<file path="src/rtl/if_stage_if.sv">
// Instruction-memory fetch bus between the fetch stage and instruction memory.
// The fetch stage holds the master side, which drives the request and address.
interface if_stage_if;
  logic        imem_req;
  logic [31:0] imem_addr;
  logic        imem_ack;
  logic [31:0] imem_rdata;

  modport master (output imem_req, imem_addr, input imem_ack, imem_rdata);
  modport slave  (input imem_req, imem_addr, output imem_ack, imem_rdata);
endinterface

</file>
<file path="src/rtl/if_stage.sv">
// Instruction fetch stage with IF/ID register.
// The stage tolerates variable-latency instruction memory and honours a single
// branch delay slot: a redirect seen in decode steers the fetch after the one
// in flight. If that redirect arrives before the in-flight fetch completes,
// it is parked in a one-deep pending slot until the fetch lands.
module if_stage (
  input  logic              clk,
  input  logic              rst,
  input  logic [1:0]        pcsource,
  input  logic [31:0]       bpc,
  input  logic [31:0]       rpc,
  input  logic [31:0]       jpc,
  input  logic              nostall,
  if_stage_if.master        imem,
  output logic [31:0]       pc,
  output logic [31:0]       dpc4,
  output logic [31:0]       inst,
  output logic              d_valid
);

  typedef enum logic {FETCH, HOLD} state_t;

  state_t      state;
  logic [31:0] buffer;
  logic        redir_pending;
  logic [31:0] redir_target;

  logic [31:0] pc4;
  logic        fc;
  logic [31:0] word;
  logic        capture;
  logic [31:0] sel_target;
  logic [31:0] next_pc;

  // Next-PC selection: a fresh redirect beats a parked one, which beats pc+4.
  always_comb begin
    pc4     = pc + 32'd4;
    fc      = (state == HOLD) || imem.imem_ack;
    word    = (state == HOLD) ? buffer : imem.imem_rdata;
    capture = nostall && d_valid && (pcsource != 2'b00);
    sel_target = pc4;
    case (pcsource)
      2'b01:   sel_target = bpc;
      2'b10:   sel_target = rpc;
      2'b11:   sel_target = jpc;
      default: sel_target = pc4;
    endcase
    if (capture)            next_pc = sel_target;
    else if (redir_pending) next_pc = redir_target;
    else                    next_pc = pc4;
  end

  // No request while the word sits in the buffer or while reset is held.
  assign imem.imem_req  = (state == FETCH) && !rst;
  assign imem.imem_addr = pc;

  // Fetch FSM, IF/ID register and redirect bookkeeping.
  always_ff @(posedge clk) begin
    if (rst) begin
      pc            <= 32'h0;
      inst          <= 32'h0;
      dpc4          <= 32'h0;
      d_valid       <= 1'b0;
      redir_pending <= 1'b0;
      redir_target  <= 32'h0;
      buffer        <= 32'h0;
      state         <= FETCH;
    end else if (nostall) begin
      if (fc) begin
        inst          <= word;
        dpc4          <= pc4;
        d_valid       <= 1'b1;
        pc            <= next_pc;
        redir_pending <= 1'b0;
        state         <= FETCH;
      end else begin
        // Decode moves on but nothing arrived: hand it a bubble.
        inst    <= 32'h0;
        d_valid <= 1'b0;
        if (capture) begin
          redir_pending <= 1'b1;
          redir_target  <= sel_target;
        end
      end
    end else if (state == FETCH && imem.imem_ack) begin
      // Decode is stalled; park the word so memory is not re-read.
      buffer <= imem.imem_rdata;
      state  <= HOLD;
    end
  end

endmodule

</file>
<file path="src/flat_wrapper.sv">
// flat-port wrapper written by rule: the top's interface ports become plain ports
module if_stage_flat 
  (clk, rst, pcsource, bpc, rpc, jpc, nostall, pc, dpc4, inst, d_valid, imem_imem_req, imem_imem_addr, imem_imem_ack, imem_imem_rdata);
  if_stage_if imem_i ();
  input  logic clk;
  input  logic rst;
  input  logic [1:0] pcsource;
  input  logic [31:0] bpc;
  input  logic [31:0] rpc;
  input  logic [31:0] jpc;
  input  logic nostall;
  output logic [31:0] pc;
  output logic [31:0] dpc4;
  output logic [31:0] inst;
  output logic d_valid;
  output wire logic [$bits(imem_i.imem_req)-1:0] imem_imem_req;
  output wire logic [$bits(imem_i.imem_addr)-1:0] imem_imem_addr;
  input wire logic [$bits(imem_i.imem_ack)-1:0] imem_imem_ack;
  input wire logic [$bits(imem_i.imem_rdata)-1:0] imem_imem_rdata;
  assign imem_imem_req = imem_i.imem_req;
  assign imem_imem_addr = imem_i.imem_addr;
  assign imem_i.imem_ack = imem_imem_ack;
  assign imem_i.imem_rdata = imem_imem_rdata;
  if_stage u_core (.clk(clk), .rst(rst), .pcsource(pcsource), .bpc(bpc), .rpc(rpc), .jpc(jpc), .nostall(nostall), .imem(imem_i), .pc(pc), .dpc4(dpc4), .inst(inst), .d_valid(d_valid));
endmodule
</file>
<file path="config.mk">
export PLATFORM = sky130hd
export DESIGN_NAME = if_stage_flat
export DESIGN_NICKNAME = d
export VERILOG_FILES = /design/src/rtl/if_stage_if.sv /design/src/rtl/if_stage.sv /design/src/flat_wrapper.sv
export SDC_FILE = /design/constraint.sdc
export NUM_CORES = 1
export LEC_CHECK = 0
export BUFFER_PORTS_ARGS = -buffer_cell sky130_fd_sc_hd__buf_2
export CAP_MARGIN = 0
export CORE_MARGIN = 8
export CORE_UTILIZATION = 47
export CTS_CLUSTER_SIZE = 10
export DETAILED_ROUTE_END_ITERATION = 16
export HOLD_SLACK_MARGIN = 0.06
export MAX_ROUTING_LAYER = met4
export PLACE_DENSITY = 0.78
export SYNTH_ARGS = -nofsm -noshare
export SYNTH_HDL_FRONTEND = slang
export SYNTH_SLANG_ARGS = --single-unit
export TNS_END_PERCENT = 10
</file>
<file path="constraint.sdc">
create_clock -name clk -period 1.9 [get_ports clk]
set_input_delay 0.38 -clock clk [delete_from_list [all_inputs] [get_ports clk]]
set_output_delay 0.38 -clock clk [all_outputs]
set_load 0.02 [all_outputs]
</file>
; ---- Word-level counts from Yosys, hierarchy flattened
; Index checks and enable logic that the tools add are counted.
[word_totals]
output_inout_bits = 130
register_bits = 163
in_bits = 134
word_cells = 41
[classes]
addsub = 1
reduce_logical = 14
bitwise = 3
n_eq_ne = 4
n_mux = 11
[op_table]
columns = cell, n
row1 = two-way mux 32 bit, 4
row2 = one-hot mux 32 bit (3 select lines), 1
row3 = adder 32 x 3 -> 32 bit (second input constant), 1
row4 = AND reduction 2 bit, 4
row5 = two-way mux 1 bit, 6
row6 = nonzero test 2 bit, 3
row7 = == test 2 bit (second input constant), 2
row8 = logical AND 1 bit, 4
row9 = NOT 1 bit, 3
row10 = AND reduction 3 bit, 1
row11 = == test 2 x 1 -> 1 bit (second input constant), 1
row12 = inequality test 2 x 1 -> 1 bit (second input constant), 1
row13 = logical NOT 1 bit, 1
row14 = logical OR 1 bit, 1

; ---- Logic depth before layout (Yosys ltp)
[logic_depth]
word_depth = 4
depth_mapped = 8

; ---- Least setup slack after synthesis
; OpenSTA, ideal clock, no wires.
[synth_path]
kind = reg-to-reg
start = register u_core.pc[2], in the netlist u_core.imem.imem_addr[2]
end = register u_core.pc[24], in the netlist u_core.imem.imem_addr[24]
period_less_slack_ns = 2.128
n_path_buf = 0
required_time_ns = 1.783
path_slack_ns = -0.228
stages_incl_launch_ff = 7
arrival_time_ns = 2.010
path_cell_list = dfxtp_1 -> ha_1 -> nand3_2 -> or4_4 -> nor3_2 -> a311oi_1 -> o22a_1
[synth_via]
elab_chain_cells = 3
word_cells_on_any_way = 4
[synth_rtl]
columns = item, line
row1 = "start, declared", if_stage.sv:15  ; output logic [31:0] pc,
row2 = "start signal, assigned", if_stage.sv:73  ; pc <= next_pc;
row3 = adder 32 x 3 -> 32 bit *, if_stage.sv:37  ; pc4 = pc + 32'd4;
row4 = one-hot mux 32 bit (3 select lines) or two-way mux 32 bit (tied branches), "if_stage.sv:42, if_stage.sv:49"
row5 = two-way mux 32 bit *, if_stage.sv:48  ; if (capture) next_pc = sel_target;
; Every way passes the cells marked *; elsewhere a longest branch is shown, timed or not.
; A chain may end at the register's enable or synchronous reset.

; ---- Worst setup path after layout
[layout_path]
start = register u_core.pc[2], in the netlist u_core.imem.imem_addr[2]
end = register u_core.pc[29], in the netlist u_core.imem.imem_addr[29]
; The elaborated chain is that of the path after synthesis.

==> metrics.yaml <==
end_kind: "flop"
crit_fanout: 8
synth.area.top_cells: "dfxtp_1, nand2_1, a21oi_1, nor2_1, o21ai_0"
drc_errors: 0
synth_top_area_share_pct: 38.5
worst_hold_path_type: "input pin to flop"
initialDrtViolationCount: 837
finalClockSkew_ns: 0.00944
clock_sinks: 163
total_power_w: 0.00861
slowest_delay_ns: 0.36
dr_total_vias: 9135
die_h_um: 150
avgSynthCellArea_um2: 7.73
design_area_um2: 11100
die-area_um2: 22600
power_leakage_nw: 4.83
vias_per_cell: 5.72
cpMaxStageDelayCell: "dfxtp_4"
hold_slack_ns: 0.189
placed_area_um2: 10400
cp_common_cell: "buf_4"
layout_min_cycle_time_ns: 1.87
ios: 264
die_w_um: 150
met1_usage_pct: 32.8
yosysSeqAreaShare_pct: 38.5
core_area_um2: 17800
min-delay-start: "imem_imem_rdata[16]"
synth-seq-cells: 163
antenna_found_initial: 0
grt_max_degree: 69
cts_tree: "done"
post-route-period-util_pct: 98.6
grt_first_pass_wirelength_um: 45800
final_layout_size_suffix_gt1_share_pct: 32.5
area_growth_pct: 30.8
synth_enable_flop_cells: 0
finalSetupViolations: 0
crit_chain: "buf_4 > nand4_1 > buf_4 > nor3_2 > and4bb_1 > o21ai_0 > a211oi_1"
finalHoldViolations: 0
vdd_drop_max_mv: 0.718
synth-main-ff-cell: "dfxtp_1"
dp.final_hpwl_um: 22100
holdBufCountCts: 0
netlist_instances: 1096
critPathBufInv: 2
synth_cell_types: 62
overflow: 0
critPathTopFamily: "simple AND/OR/NAND/NOR gates"
max_cap_violations: 0
path_class: "flop to flop"
cp_data_arrival_time_ns: 2.22
fillers: 1560
yosys.area.top_type: "dfxtp_1"
grt_pass1_vias: 8619
fp-row-count: 49
final_nets: 1490
slew_headroom_pct: 68.9
cts_buffers: 17
fmax_mhz: 534
clk_pin_slew_ns: 0.08
diodes: 0
p_per_area_nw_per_um2: 777
rsz0062_at_grt: "true"
final_cells: 1597
crit_start: "u_core.imem.imem_addr[2]$_SDFFE_PP0P_"
ys_warn_count: 0
antenna_left: 0
port_buffers: 263
post-place-cells: 1564
syn_nets: 1231
start_kind: "flop"
worstMarginPinSlew_ns: 0.462
grtUsageTotal_pct: 26.4
h-tree-depth: 4
async_flop_share_pct: 0
syn_area_um2: 8480
grt-busiest-layer: "met2"
wl_per_cell_um: 18.6
use_met3_pct: 7.06
maxSlewViolCount: 0
finalWeightedCongestion: 0.994
status: "finished, final reports clean"
clockBufferDepth: 2
use_met2_pct: 40.1
wl_um: 29800
r2r_start: "u_core.imem.imem_addr[2]$_SDFFE_PP0P_"
clk_latency_ns: 0.43
firstDrtPassIters: 5
cts-root-buf: "clkbuf_16"
cp.required_ns: 2.24
initial_core_util_pct: 47.5
kinds of logic after synthesis:
family / synth area share, %
flip-flops: 38.5
XOR/XNOR: 3.00
multiplexers: 4.21
adder cells (fa/ha/maj): 0.148
AND/OR/NAND/NOR: 22.7
AO/OA/AOI/OAI: 23.3
buffers and inverters: 8.13
layout make-up:
cell class / count / area [um^2] / area share [%]
clock buffers: 17 / 425 / 3.84
clock inverters: 15 / 213 / 1.92
inverters: 7 / 26.3 / 0.237
multi-input cells: 796 / 4590 / 41.4
flip-flops and latches: 163 / 3270 / 29.5
well taps: 229 / 287 / 2.59
repair buffers: 370 / 2270 / 20.5
layout by cell type, fill, tap and decap left out, drive strengths merged, types with 19 or more instances in the layout:
cell type	Yosys	layout
nor3	31	31
mux2i	21	21
buf	68	370
o211ai	37	37
a211oi	34	34
dfxtp	163	163
nand2	179	179
and3	19	19
a21oi	110	110
nand3	27	27
o21ai	78	78
nor2	110	110
final timing paths:
path	to	slack [ns]	cells past startpoint
setup / recovery	u_core.imem.imem_addr[29]$_SDFFE_PP0P_	0.03	7
hold reg to reg	u_core.dpc4[0]$_SDFFE_PP0P_	0.46	2
hold / removal	u_core.buffer[16]$_SDFFE_PP0P_	0.19	3
setup reg to reg	u_core.imem.imem_addr[29]$_SDFFE_PP0P_	0.03	7
stage by stage:
step / util [%] / setup TNS, ns / worst slack [ns]
after floorplan: - / 0 / 0.00108
after global placement: 58.4 / 0 / 0.00852
after detailed placement: 58.4 / -0.121 / -0.0602
after CTS: 62.0 / 0 / 0.0314
after global routing: 62.1 / -0.0256 / -0.0246
final: 62.1 / 0 / 0.0264
cell usage after synthesis, types with 4 or more instances:
library cell	count
inv_1	7
buf_4	40
and3_1	19
nand2b_1	6
mux2i_1	21
a31oi_1	10
nor2_1	109
nand2_1	179
xor2_1	16
a32o_1	5
buf_1	9
buf_2	19
a21oi_1	110
mux2_2	13
nand4_1	15
clkbuf_1	61
dfxtp_1	163
a22o_1	6
nor3b_1	4
nand3_1	23
a22oi_1	7
o21ai_0	75
nor3_1	28
o21a_1	7
a211oi_1	33
xnor2_1	13
o211ai_1	36
a221oi_1	4
repair_timing:
action                                  4_1_cts  5_1_grt
endpoints found under the setup margin        0        6
resized for setup                             0        4
setup buffers                                 0        1
flip-flops by register name (all words and copies together), names as in the netlist:
name,cells
u_core.buffer,32
u_core.d_valid,1
u_core.dpc4,32
u_core.imem.imem_addr,32
u_core.inst,32
u_core.redir_pending,1
u_core.redir_target,32
u_core.state,1
per-layer routing:
metal  up-vias  wire length, um
met5         -                0
met4         0              914
met3        64             3330
met2       483            13600
met1      4244            11900
li1       4344                -
worst min-delay path: stages:
cell,delay [ns]
buf_2,0.10
nand2_1,0.05
a21oi_1,0.05
report_power, final:
part | internal [W] | total, W | switching (W)
logic | 0.000499 | 0.00127 | 0.000771
registers | 0.00356 | 0.00364 | 0.0000770
clock network | 0.00204 | 0.00370 | 0.00167
Note: power is estimated with default switching activity, not from simulation.
